==> src/rtl/msx50bus_initiator.sv <==
// msx50bus_initiator: host-side MSX-50BUS cycle generator.
// Turns a level-sensitive single-request command port into a slot-select plus
// read- or write-strobe bus cycle that advances on T-state ticks
// (mclk_pcen_n low). It honours the bus /WAIT line in T2 and at the end of
// the fixed wait states, and it captures read data in T3.
module msx50bus_initiator #(
  parameter int         WAIT_STATES = 1,     // fixed Tw states after T2 (0..7)
  parameter logic [7:0] FLOAT_DATA  = 8'hFF  // value read when nobody drives the bus
) (
  input  logic        clk,
  input  logic        n_reset,
  input  logic        mclk_pcen_n,
  input  logic        req,
  input  logic        req_wr,
  input  logic [15:0] req_addr,
  input  logic [7:0]  req_wdata,
  output logic        ack,
  output logic        busy,
  output logic        done,
  output logic [7:0]  done_rdata,
  output logic        n_tsltsl,
  output logic        n_trd,
  output logic        n_twr,
  output logic [15:0] ta,
  output logic [7:0]  wdata,
  input  logic [7:0]  rdata,
  input  logic        rdata_en,
  input  logic        n_wait
);

  typedef enum logic [2:0] {S_IDLE, S_T1, S_T2, S_TW, S_T3} state_t;

  // The Tw counter is loaded with WAIT_STATES-1 on the way out of T2. It
  // clamps to 0 when no wait states are configured, because TW is then
  // never entered.
  localparam logic [2:0] TW_LOAD = (WAIT_STATES > 0) ? 3'(WAIT_STATES - 1) : 3'd0;

  state_t     state;
  logic [2:0] tw_cnt;
  logic       cyc_wr;
  logic       tick;

  assign tick = ~mclk_pcen_n;

  // Bus cycle sequencer. Every output is a register, and reset aborts any
  // cycle in progress without producing a done pulse.
  always_ff @(posedge clk) begin
    if (!n_reset) begin
      state      <= S_IDLE;
      tw_cnt     <= 3'd0;
      cyc_wr     <= 1'b0;
      ack        <= 1'b0;
      busy       <= 1'b0;
      done       <= 1'b0;
      done_rdata <= FLOAT_DATA;
      n_tsltsl   <= 1'b1;
      n_trd      <= 1'b1;
      n_twr      <= 1'b1;
      ta         <= 16'h0000;
      wdata      <= 8'h00;
    end else begin
      ack  <= 1'b0;
      done <= 1'b0;
      case (state)
        // Acceptance does not wait for a tick. ta and wdata are loaded here,
        // so they are already stable before any strobe goes low.
        S_IDLE: begin
          if (req) begin
            cyc_wr <= req_wr;
            ta     <= req_addr;
            wdata  <= req_wdata;
            ack    <= 1'b1;
            busy   <= 1'b1;
            state  <= S_T1;
          end
        end
        S_T1: begin
          if (tick) begin
            n_tsltsl <= 1'b0;
            n_trd    <= cyc_wr;
            n_twr    <= ~cyc_wr;
            state    <= S_T2;
          end
        end
        S_T2: begin
          if (tick && n_wait) begin
            if (WAIT_STATES > 0) begin
              tw_cnt <= TW_LOAD;
              state  <= S_TW;
            end else begin
              state  <= S_T3;
            end
          end
        end
        // The fixed wait states always elapse. /WAIT is only looked at on
        // the last one.
        S_TW: begin
          if (tick) begin
            if (tw_cnt != 3'd0)
              tw_cnt <= tw_cnt - 3'd1;
            else if (n_wait)
              state <= S_T3;
          end
        end
        // Read data is sampled on the same edge that releases the strobes.
        S_T3: begin
          if (tick) begin
            if (!cyc_wr)
              done_rdata <= rdata_en ? rdata : FLOAT_DATA;
            n_tsltsl <= 1'b1;
            n_trd    <= 1'b1;
            n_twr    <= 1'b1;
            done     <= 1'b1;
            busy     <= 1'b0;
            state    <= S_IDLE;
          end
        end
        default: state <= S_IDLE;
      endcase
    end
  end

endmodule

==> config.mk <==
export PLATFORM = sky130hd
export DESIGN_NAME = msx50bus_initiator
export DESIGN_NICKNAME = d
export VERILOG_FILES = /design/src/rtl/msx50bus_initiator.sv
export SDC_FILE = /design/constraint.sdc
export NUM_CORES = 1
export LEC_CHECK = 0
export CAP_MARGIN = 5
export CELL_PAD_IN_SITES_DETAIL_PLACEMENT = 1
export CELL_PAD_IN_SITES_GLOBAL_PLACEMENT = 1
export CORE_MARGIN = 3
export CORE_UTILIZATION = 31
export CTS_BUF_LIST = sky130_fd_sc_hd__clkbuf_16
export CTS_CLUSTER_DIAMETER = 100
export DETAILED_ROUTE_END_ITERATION = 10
export PLACE_DENSITY_LB_ADDON = 0.05
export SKIP_CTS_REPAIR_TIMING = 1
export SLEW_MARGIN = 20
export SYNTH_ARGS = -nofsm -noshare
export SYNTH_HDL_FRONTEND = slang
export SYNTH_SLANG_ARGS = --single-unit
==> constraint.sdc <==
create_clock -name clk -period 1.7 [get_ports clk]
set_input_delay 0.34 -clock clk [delete_from_list [all_inputs] [get_ports clk]]
set_output_delay 0.34 -clock clk [all_outputs]
set_load 0.02 [all_outputs]
==> results of run 1 <==
placed cells by master, fill, tap and decap left out, types with 2 or more instances in the layout:
cell | Yosys | final
clkdlybuf4s50_1 | 0 | 76
nand2_1 | 54 | 54
dfxtp_1 | 45 | 43
a21boi_0 | 17 | 17
buf_4 | 4 | 15
a21oi_1 | 12 | 12
a21boi_1 | 9 | 9
nor4b_2 | 8 | 8
o21ai_1 | 8 | 8
clkbuf_16 | 0 | 5
inv_1 | 3 | 4
nand2b_1 | 4 | 4
mux2i_1 | 3 | 3
nor4b_4 | 2 | 2
or4b_1 | 2 | 2
nor2b_1 | 2 | 2
nor2_1 | 2 | 2
o21ai_0 | 2 | 2
or2_2 | 2 | 2
and2_1 | 2 | 2
o32ai_1 | 2 | 2
nor3b_1 | 2 | 2
ha_2 | 0 | 2
buf_12 | 0 | 2
dfxtp_2 | 0 | 2
power groups by stage:
stage / registers [mW] / logic (mW) / clock network (mW)
after global placement: 1.17 / 0.517 / 0
after CTS: 1.15 / 0.523 / 1.12
after global routing: 1.15 / 0.555 / 1.17
final: 1.15 / 0.512 / 1.08
after detailed placement: 1.17 / 0.520 / 0
after floorplan: 1.23 / 0.177 / 0
sequential cells by signal, indices dropped and copies added, names as in the netlist:
| name | cells |
|---|---|
| state | 3 |
| done_rdata | 8 |
| done | 1 |
| n_twr | 1 |
| busy | 1 |
| tw_cnt | 3 |
| wdata | 8 |
| n_tsltsl | 1 |
| n_trd | 1 |
| ta | 16 |
| cyc_wr | 1 |
| ack | 1 |
area by class of cell:
type	count	area [um^2]	share of cell area, %
clock buffers	5	125	4.11
clock inverters	3	42.5	1.40
inverters	5	18.8	0.616
multi-input cells	146	950	31.2
flip-flops and latches	45	903	29.7
well taps	75	93.8	3.08
repair buffers	93	913	30.0
Yosys cell counts (2+ instances only):
cell	number
mux2i_1	3
o21ai_0	2
nor4b_2	8
nor4b_4	2
o32ai_1	2
buf_6	2
buf_4	4
a21oi_1	12
buf_2	3
clkbuf_1	6
nor2b_1	2
or4b_1	2
nor3b_1	2
or2_2	2
nand2_1	54
a21boi_1	9
nor2_1	2
dfxtp_1	45
nand2b_1	4
o21ai_1	8
ha_1	2
and2_1	2
a21boi_0	17
inv_1	3
critical path: cells and delay by family:
family          cells  cell delay, ns
simple gates        2            0.71
buf+inv             2            0.62
compound gates      1            0.09
metal layers:
layer | vias up | wire, um
met4 | 0 | 66
li1 | 896 | -
met1 | 825 | 2440
met3 | 6 | 384
met5 | - | 0
met2 | 52 | 2380
path summary, 6_finish.rpt:
path / slack, ns / start / depth (start not counted) / end
worst min register to register: 0.46 / wdata[2] / 2 / wdata[2]
worst min-delay path: 0.46 / wdata[2] / 2 / wdata[2]
worst max-delay path: 0.1 / mclk_pcen_n / 5 / done_rdata[5]
worst max register to register: 0.1 / tw_cnt[0] / 6 / tw_cnt[2]
through the flow:
step,std cells,util [%]
detailed placement,363,47.5
CTS,371,50.3
global placement,363,47.5
finish,372,50.6
global route,372,50.6
floorplan,211,-
logic make-up (layout without fill, tap and decap cells):
kind of cell	Yosys count	count (layout)
fa+ha+maj	2	2
simple gates	85	85
compound gates	56	56
buf+inv	20	106
flops	45	45
mux	3	3
==> summary.txt, run 1 <==
Maxcap violations = 0
Data arrival time of the critical path = 1.75 ns
GRT Util Overall = 14.9%
Cells along the critical path = clkdlybuf4s50_1, or4b_1, buf_4, nor4b_2, o21ai_1
Post-synth EDFFs = 0
FP Rows = 28
Critical path class = input port to register
Number of routed nets with antenna violations = 0
Final hold vios = 0
DR vias/cell = 4.78
Peak supply drop = 0.000472 V
Post-Synth XOR/XNOR Area = 0%
Reg power frac = 41.8%
Critical path launch point type = input port
Syn Nets = 252
WL per Instance = 14.2 um
Max FO, Critical Path = 9
Pre-CTS WS = -0.190 ns
Switch share = 24.4%
Crit path largest cell delay = 0.47 ns
Psw = 670 uW
DRC = 0
Die height = 85.4 um
Antenna cells = 0
Post-synth top flop = dfxtp_1
Final hold slack = 0.457 ns
Share of layout cells above drive strength 1 = 14.1%
CTS tree = built
CTS Sinks = 45
Hpwl dp = 3780 um
Synth Area in Compound Gates = 19.3%
Nets = 337
First-pass GRT wire length = 8730 um
CTS clk-pin slew, worst paths = 0.06 ns
PwrDens = 900 nW/um^2
Synth Area in Adders = 1.28%
Core Footprint = 6030 um^2
Initial antenna violation count = 0
CP endpoint kind = register
Largest family of logic cells by synthesized area = simple AND/OR/NAND/NOR gates
Num ports = 77
Setup Skew = 0.00535 ns
Area share of the largest cell type after synthesis = 46.1%
Seq cells post-synth = 45
Post-Synth Simple-Gate Area = 26.2%
M3 GR Usage = 5.05%
CTS Buf Count = 5
Finished Cell Area = 3050 um^2
LEAKAGE = 1.12 nW
Int Pwr = 2.07 mW
RSZ-0062 raised after global routing = no
Synth area leaders = dfxtp_1 (46%), nand2_1 (10%), a21boi_0 (6.5%), nor4b_2 (6.1%), a21boi_1 (3.5%)
Gpl congestion = 0.736
Asr flop ratio synth = 0%
Total power = 2.74 mW
Post-Syn Instances = 211
Global route overflow = 0
Fillers = 677
Grt met1 use = 18.7%
HP Class = register to register
Cell Area, Placed = 2860 um^2
Final max-slew violation count = 0
Worst-case clock buffer depth = 2
Die Width = 85.4 um
Distinct cells, synth = 37
Clk pwr share = 39.6%
CTS Root Cell = clkbuf_16
Routed WL = 5280 um
IO Port Bufs = 76
Area delta synth->final = 55.9%
Cell Area, Synth = 1950 um^2
CP Data Required Time = 1.85 ns
Largest net degree at the start of global routing = 28
Fin crit share = 94.3%
Largest area contributor in the synthesized netlist = dfxtp_1
Crit path time final = 1.60 ns
M2 GR Usage = 24.2%
DRT iter0 DRCs = 45
Drt pass-1 iters = 4
Rel. slew slack = 79.3%
Slowest-stage cell, CP = or4b_1
Vias in the first global route = 1758
Sequential element share of the synthesized area = 46.1%
Setup ws final = 0.0974 ns
Worst skew pair latency = 0.28 ns
Final setup viols = 0
Setup tns final = 0 ns
Worst slew pin tran = 0.308 ns
Fmax = 624 MHz
Logic pwr share = 18.7%
Global route hottest layer = met2
H-tree lvl count = 2
YS warnings = 0
Via count = 1779
Starting Density = 32.4%
Status = finished, final reports clean
Mux share of post-synthesis cell area = 1.54%
Die footprint = 7290 um^2
Avg Inst Size Synth = 9.26 um^2
Note: power is estimated with default switching activity, not from simulation.
==> run 2, diff against run 1 <==
--- a/config.mk
+++ b/config.mk
@@ -9,7 +9,7 @@
 export CELL_PAD_IN_SITES_DETAIL_PLACEMENT = 1
 export CELL_PAD_IN_SITES_GLOBAL_PLACEMENT = 1
 export CORE_MARGIN = 3
-export CORE_UTILIZATION = 31
+export CORE_UTILIZATION = 34
 export CTS_BUF_LIST = sky130_fd_sc_hd__clkbuf_16
 export CTS_CLUSTER_DIAMETER = 100
 export DETAILED_ROUTE_END_ITERATION = 10
==> constraint.sdc (replaced) <==
create_clock -name clk -period 2.1 [get_ports clk]
set_input_delay 0.42 -clock clk [delete_from_list [all_inputs] [get_ports clk]]
set_output_delay 0.42 -clock clk [all_outputs]
set_load 0.02 [all_outputs]
==> run 2 against run 1 <==
Global-route usage grew 2.7 points. Critical path type is now register to register. Sequential power shrank 19%. Via count grew 1.1%. Largest power group unchanged. Largest cell class unchanged. Design area shrank 2.2%.
==> summary.txt, run 2 (synthesized netlist as in run 1, its figures left out) <==
Starting Density = 36.6%
Layout Utilization = 55.8%
Length in cells of the worst reg-to-reg path = 4
Die footprint = 6690 um^2
Global route overflow = 0
WP buf/inv = 1
DRT iter0 DRCs = 75
Routed WL = 5500 um
HP Class = register to register
Worst-case clock buffer depth = 2
CP Depth = 4
Final max-slew violation count = 0
Share of layout cells above drive strength 1 = 10.7%
DR top layer = met4
Worst setup startpoint = state[2]
Most flop-heavy register = ta
CTS clk-pin slew, worst paths = 0.06 ns
Fin cells = 360
Cells along the critical path = or4b_1, buf_4, nor4b_2, o21ai_1
Fillers = 615
Nets = 330
Hpwl dp = 3770 um
DRC = 0
GRT Util Overall = 17.6%
Area delta synth->final = 52.4%
Final hold vios = 0
RSZ-0062 raised after global routing = no
Area occupied by multi-input gates = 945 um^2
Metal2 WL = 2680 um
Critical path class = register to register
Met3 wire len = 384 um
Die Width = 81.8 um
IO Port Bufs = 76
End point of the critical path = done_rdata[4]
Gpl congestion = 0.751
CTS tree = built
CTS Sinks = 45
CP delay by family, top = simple AND/OR/NAND/NOR gates
Biggest regs = ta: 16 flops, done_rdata: 8 flops, wdata: 8 flops
Placed cells = 352
Fmax = 575 MHz
FF-to-FF End = done_rdata[4]
First-pass GRT wire length = 9020 um
Register area = 901 um^2
Num ports = 77
CTS Buf Count = 5
Largest net degree at the start of global routing = 43
Commonest non-fill, non-tap cell in the layout = clkdlybuf4s50_1
Rel. slew slack = 71.3%
Reg2reg setup slack = 0.36 ns
WL per Instance = 15.3 um
CP endpoint kind = register
Commonest cells after routing, fill and taps aside = clkdlybuf4s50_1 (76), nand2_1 (54), dfxtp_1 (45)
Via count = 1798
WL met1 = 2410 um
Drt pass-1 iters = 3
Fin crit share = 82.8%
Crit path time final = 1.74 ns
FP Rows = 26
Status = finished, final reports clean
Final setup viols = 0
Initial antenna violation count = 0
Reg2reg start = state[2]
Number of routed nets with antenna violations = 0
Worst slew pin tran = 0.429 ns
Antenna cells = 0
H-tree lvl count = 2
Max reg flops = 16
PwrDens = 745 nW/um^2
Peak supply drop = 0.000446 V
CP Data Required Time = 2.25 ns
Maxcap violations = 0
Setup Skew = 0.00262 ns
DR vias/cell = 4.99
LEAKAGE = 1.08 nW
Setup tns final = 0 ns
Max FO, Critical Path = 11
Vias in the first global route = 1829
CTS Root Cell = clkbuf_16
Worst skew pair latency = 0.28 ns
Data arrival time of the critical path = 1.88 ns
Critical path launch point type = register
Crit path largest cell delay = 0.58 ns
Core Footprint = 5340 um^2
Die height = 81.8 um
Slowest-stage cell, CP = dfxtp_1
==> run 2: cell types whose count changed in the layout (fill, tap and decap cells not counted), sizes merged <==
cell / previous run / this run
clkinvlp: 0 / 1
buf: 17 / 10
inv: 5 / 4
==> run 2: worst min path at each step <==
stage	slack (ns)	end	start	cells past startpoint
floorplan	0.44	tw_cnt[1]	tw_cnt[1]	2
global placement	0.44	wdata[0]	wdata[0]	2
detailed placement	0.45	wdata[3]	wdata[3]	2
CTS	0.46	wdata[3]	wdata[3]	2
global route	0.49	wdata[1]	wdata[1]	2
finish	0.46	wdata[3]	wdata[3]	2
==> run 2: cell type report <==
class                   instances  area share (%)
flip-flops and latches         45            30.2
inverters                       5           0.630
repair buffers                 86            28.9
clock inverters                 3            1.39
multi-input cells             146            31.7
clock buffers                   5            4.20
well taps                      70            2.94
==> run 2: worst min-delay path: stages, from the launching register on <==
cell and delay [ns]:
dfxtp_1 0.31, nand2_1 0.05, a21boi_1 0.05
==> run 2: layer usage <==
metal | track usage (%) | vias up
met4 | 4.49 | 0
li1 | - | 882
met2 | 31.8 | 54
met5 | 0 | -
met3 | 5.15 | 4
met1 | 20.0 | 858
==> run 2: per-stage QoR <==
stage / total power [mW] / hold WS (ns) / instance area (um^2) / setup slack (ns)
3_3_place_gp: 1.35 / 0.440 / 2810 / 0.162
4_1_cts: 2.25 / 0.458 / 2980 / 0.349
6_report: 2.22 / 0.456 / 2980 / 0.362
5_1_grt: 2.32 / 0.486 / 2980 / 0.258
3_5_place_dp: 1.36 / 0.449 / 2810 / 0.121
2_1_floorplan: 1.14 / 0.438 / 1950 / 0.572
==> run 2: power breakdown <==
part	switching [mW]	leakage (nW)	internal [mW]	total, mW
Clock	0.324	0.0775	0.557	0.881
Sequential	0.0304	0.368	0.902	0.932
Combinational	0.196	0.635	0.209	0.405
Total	0.550	1.08	1.67	2.22
==> run 3, diff against run 2 <==
--- a/config.mk
+++ b/config.mk
@@ -9,7 +9,7 @@
 export CELL_PAD_IN_SITES_DETAIL_PLACEMENT = 1
 export CELL_PAD_IN_SITES_GLOBAL_PLACEMENT = 1
 export CORE_MARGIN = 3
-export CORE_UTILIZATION = 34
+export CORE_UTILIZATION = 28
 export CTS_BUF_LIST = sky130_fd_sc_hd__clkbuf_16
 export CTS_CLUSTER_DIAMETER = 100
 export DETAILED_ROUTE_END_ITERATION = 10
==> constraint.sdc (replaced) <==
create_clock -name clk -period 1.5 [get_ports clk]
set_input_delay 0.3 -clock clk [delete_from_list [all_inputs] [get_ports clk]]
set_output_delay 0.3 -clock clk [all_outputs]
set_load 0.02 [all_outputs]
==> run 3 against run 2 <==
The run now ends with negative setup slack left. Clock skew increased by 0.0026 ns. Register-to-register slack got worse by 0.38 ns. Final cell count grew 9.7%. Critical path depth is 2 higher. Non-clock buffer count increased by 12. Sequential power is 39% higher. Total power increased by 36%. Sequential cell count did not move. Highest routed layer unchanged.
==> summary.txt, run 3 (synthesized netlist as in run 1, its figures left out) <==
Die Width = 89.5 um
PwrDens = 914 nW/um^2
Initial antenna violation count = 0
CTS clk-pin slew, worst paths = 0.06 ns
Largest net degree at the start of global routing = 37
Commonest cells after routing, fill and taps aside = nand2_1 (54), dfxtp_1 (41), dlymetal6s2s_1 (40)
Int Pwr = 2.21 mW
Crit path largest cell delay = 0.44 ns
Final hold vios = 0
Failing checks = negative setup slack
Final max-slew violation count = 0
Total power = 3.02 mW
Switch share = 26.9%
Worst skew pair latency = 0.28 ns
Crit path time final = 1.52 ns
GRT Util Overall = 14.5%
Final setup viols = 3
Vias in the first global route = 1841
Die footprint = 8020 um^2
HP Class = register to register
Fin crit share = 101%
Layout Utilization = 50.4%
Maxcap violations = 0
Setup Skew = 0.00526 ns
Die height = 89.5 um
Data arrival time of the critical path = 1.68 ns
Max reg flops = 16
Status = complete, but fails checks
Reg power frac = 43.0%
IO Port Bufs = 76
Worst-case clock buffer depth = 2
Share of layout cells above drive strength 1 = 18.2%
Starting Density = 29.8%
DR vias/cell = 4.51
Num ports = 77
Drt pass-1 iters = 4
Cells along the critical path = inv_2, ha_4, ha_4, nand2b_4, a2111o_1, mux2i_1
FP Rows = 29
CTS tree = built
Hpwl dp = 3900 um
Rel. slew slack = 78.5%
Area delta synth->final = 69.2%
Routed WL = 5940 um
CTS Buf Count = 5
Clk pwr share = 36.3%
Worst slew pin tran = 0.322 ns
CTS Root Cell = clkbuf_16
Most flop-heavy register = ta
Core Footprint = 6570 um^2
Critical path launch point type = register
Critical path class = register to register
H-tree lvl count = 2
Antenna cells = 0
Finished Cell Area = 3310 um^2
Number of routed nets with antenna violations = 0
Global route overflow = 0
Max FO, Critical Path = 3
Slowest-stage cell, CP = a2111o_1
DRC = 0
Peak supply drop = 0.000441 V
CP endpoint kind = register
CP dominant cell by count = ha_4
CP Data Required Time = 1.67 ns
Setup ws final = -0.0154 ns
CTS Sinks = 45
Commonest non-fill, non-tap cell in the layout = nand2_1
Cell Area, Placed = 2910 um^2
Nets = 342
First-pass GRT wire length = 8910 um
LEAKAGE = 1.66 nW
WL per Instance = 15.0 um
Fmax = 660 MHz
RSZ-0062 raised after global routing = yes
Psw = 814 uW
Via count = 1783
Biggest regs = ta: 16 flops, done_rdata: 8 flops, wdata: 8 flops
Logic pwr share = 20.7%
DRT iter0 DRCs = 62
Gpl congestion = 0.695
Fillers = 721
[run 3: changes by cell type in the layout (fill, tap and decap cells not counted), moves of 4 or more]
cell / delta
dlymetal6s2s_1: +40
nor4b_2: -4
buf_4: +9
clkdlybuf4s50_1: -40
dfxtp_1: -4
nor4b_4: +4
dfxtp_2: +4
[run 3: worst paths after layout]
kind               end  startpoint  slack (ns)  depth (start not counted)
min reg2reg      ta[7]       ta[7]        0.45                          2
max          tw_cnt[1]   tw_cnt[0]       -0.02                          6
min              ta[7]       ta[7]        0.45                          2
max reg2reg  tw_cnt[1]   tw_cnt[0]       -0.02                          6
[run 3: per-layer routing]
metal  track usage, %  share of wire [%]
met5                0                  0
met4             4.06                1.0
met3             4.98                5.8
met2             24.1                 48
met1             17.6                 46
[run 3: final cells by class]
cell class	instances	area, um^2	area share (%)
flip-flops and latches	45	906	27.4
multi-input cells	146	1020	30.8
inverters	5	18.8	0.568
repair buffers	98	1100	33.2
well taps	93	116	3.52
clock inverters	3	22.5	0.681
clock buffers	5	125	3.78
[run 3: power groups by stage]
stage	sequential, mW	combinational, mW	clock [mW]
2_1_floorplan	1.40	0.200	0
3_3_place_gp	1.33	0.585	0
3_5_place_dp	1.33	0.591	0
4_1_cts	1.30	0.592	1.15
5_1_grt	1.31	0.678	1.20
6_report	1.30	0.626	1.10
[run 3: critical path: cells and delay by family, from the launching register on]
kind                     cells  cell delay [ns]
flip-flops                   1             0.33
adder cells (fa/ha/maj)      2             0.30
AND/OR/NAND/NOR              1             0.13
AO/OA/AOI/OAI                1             0.44
buffers and inverters        1             0.05
multiplexers                 1             0.15
[run 3: through the flow]
stage          TNS (ns)  hold slack [ns]  std cells  setup WS (ns)
3_3_place_gp      -9.63            0.443        383         -0.313
4_1_cts           -2.23            0.457        391         -0.104
2_1_floorplan   -0.0629            0.435        211        -0.0218
6_report        -0.0333            0.451        395        -0.0154
5_1_grt          -0.302            0.470        395        -0.0619
3_5_place_dp     -10.76            0.447        383         -0.371
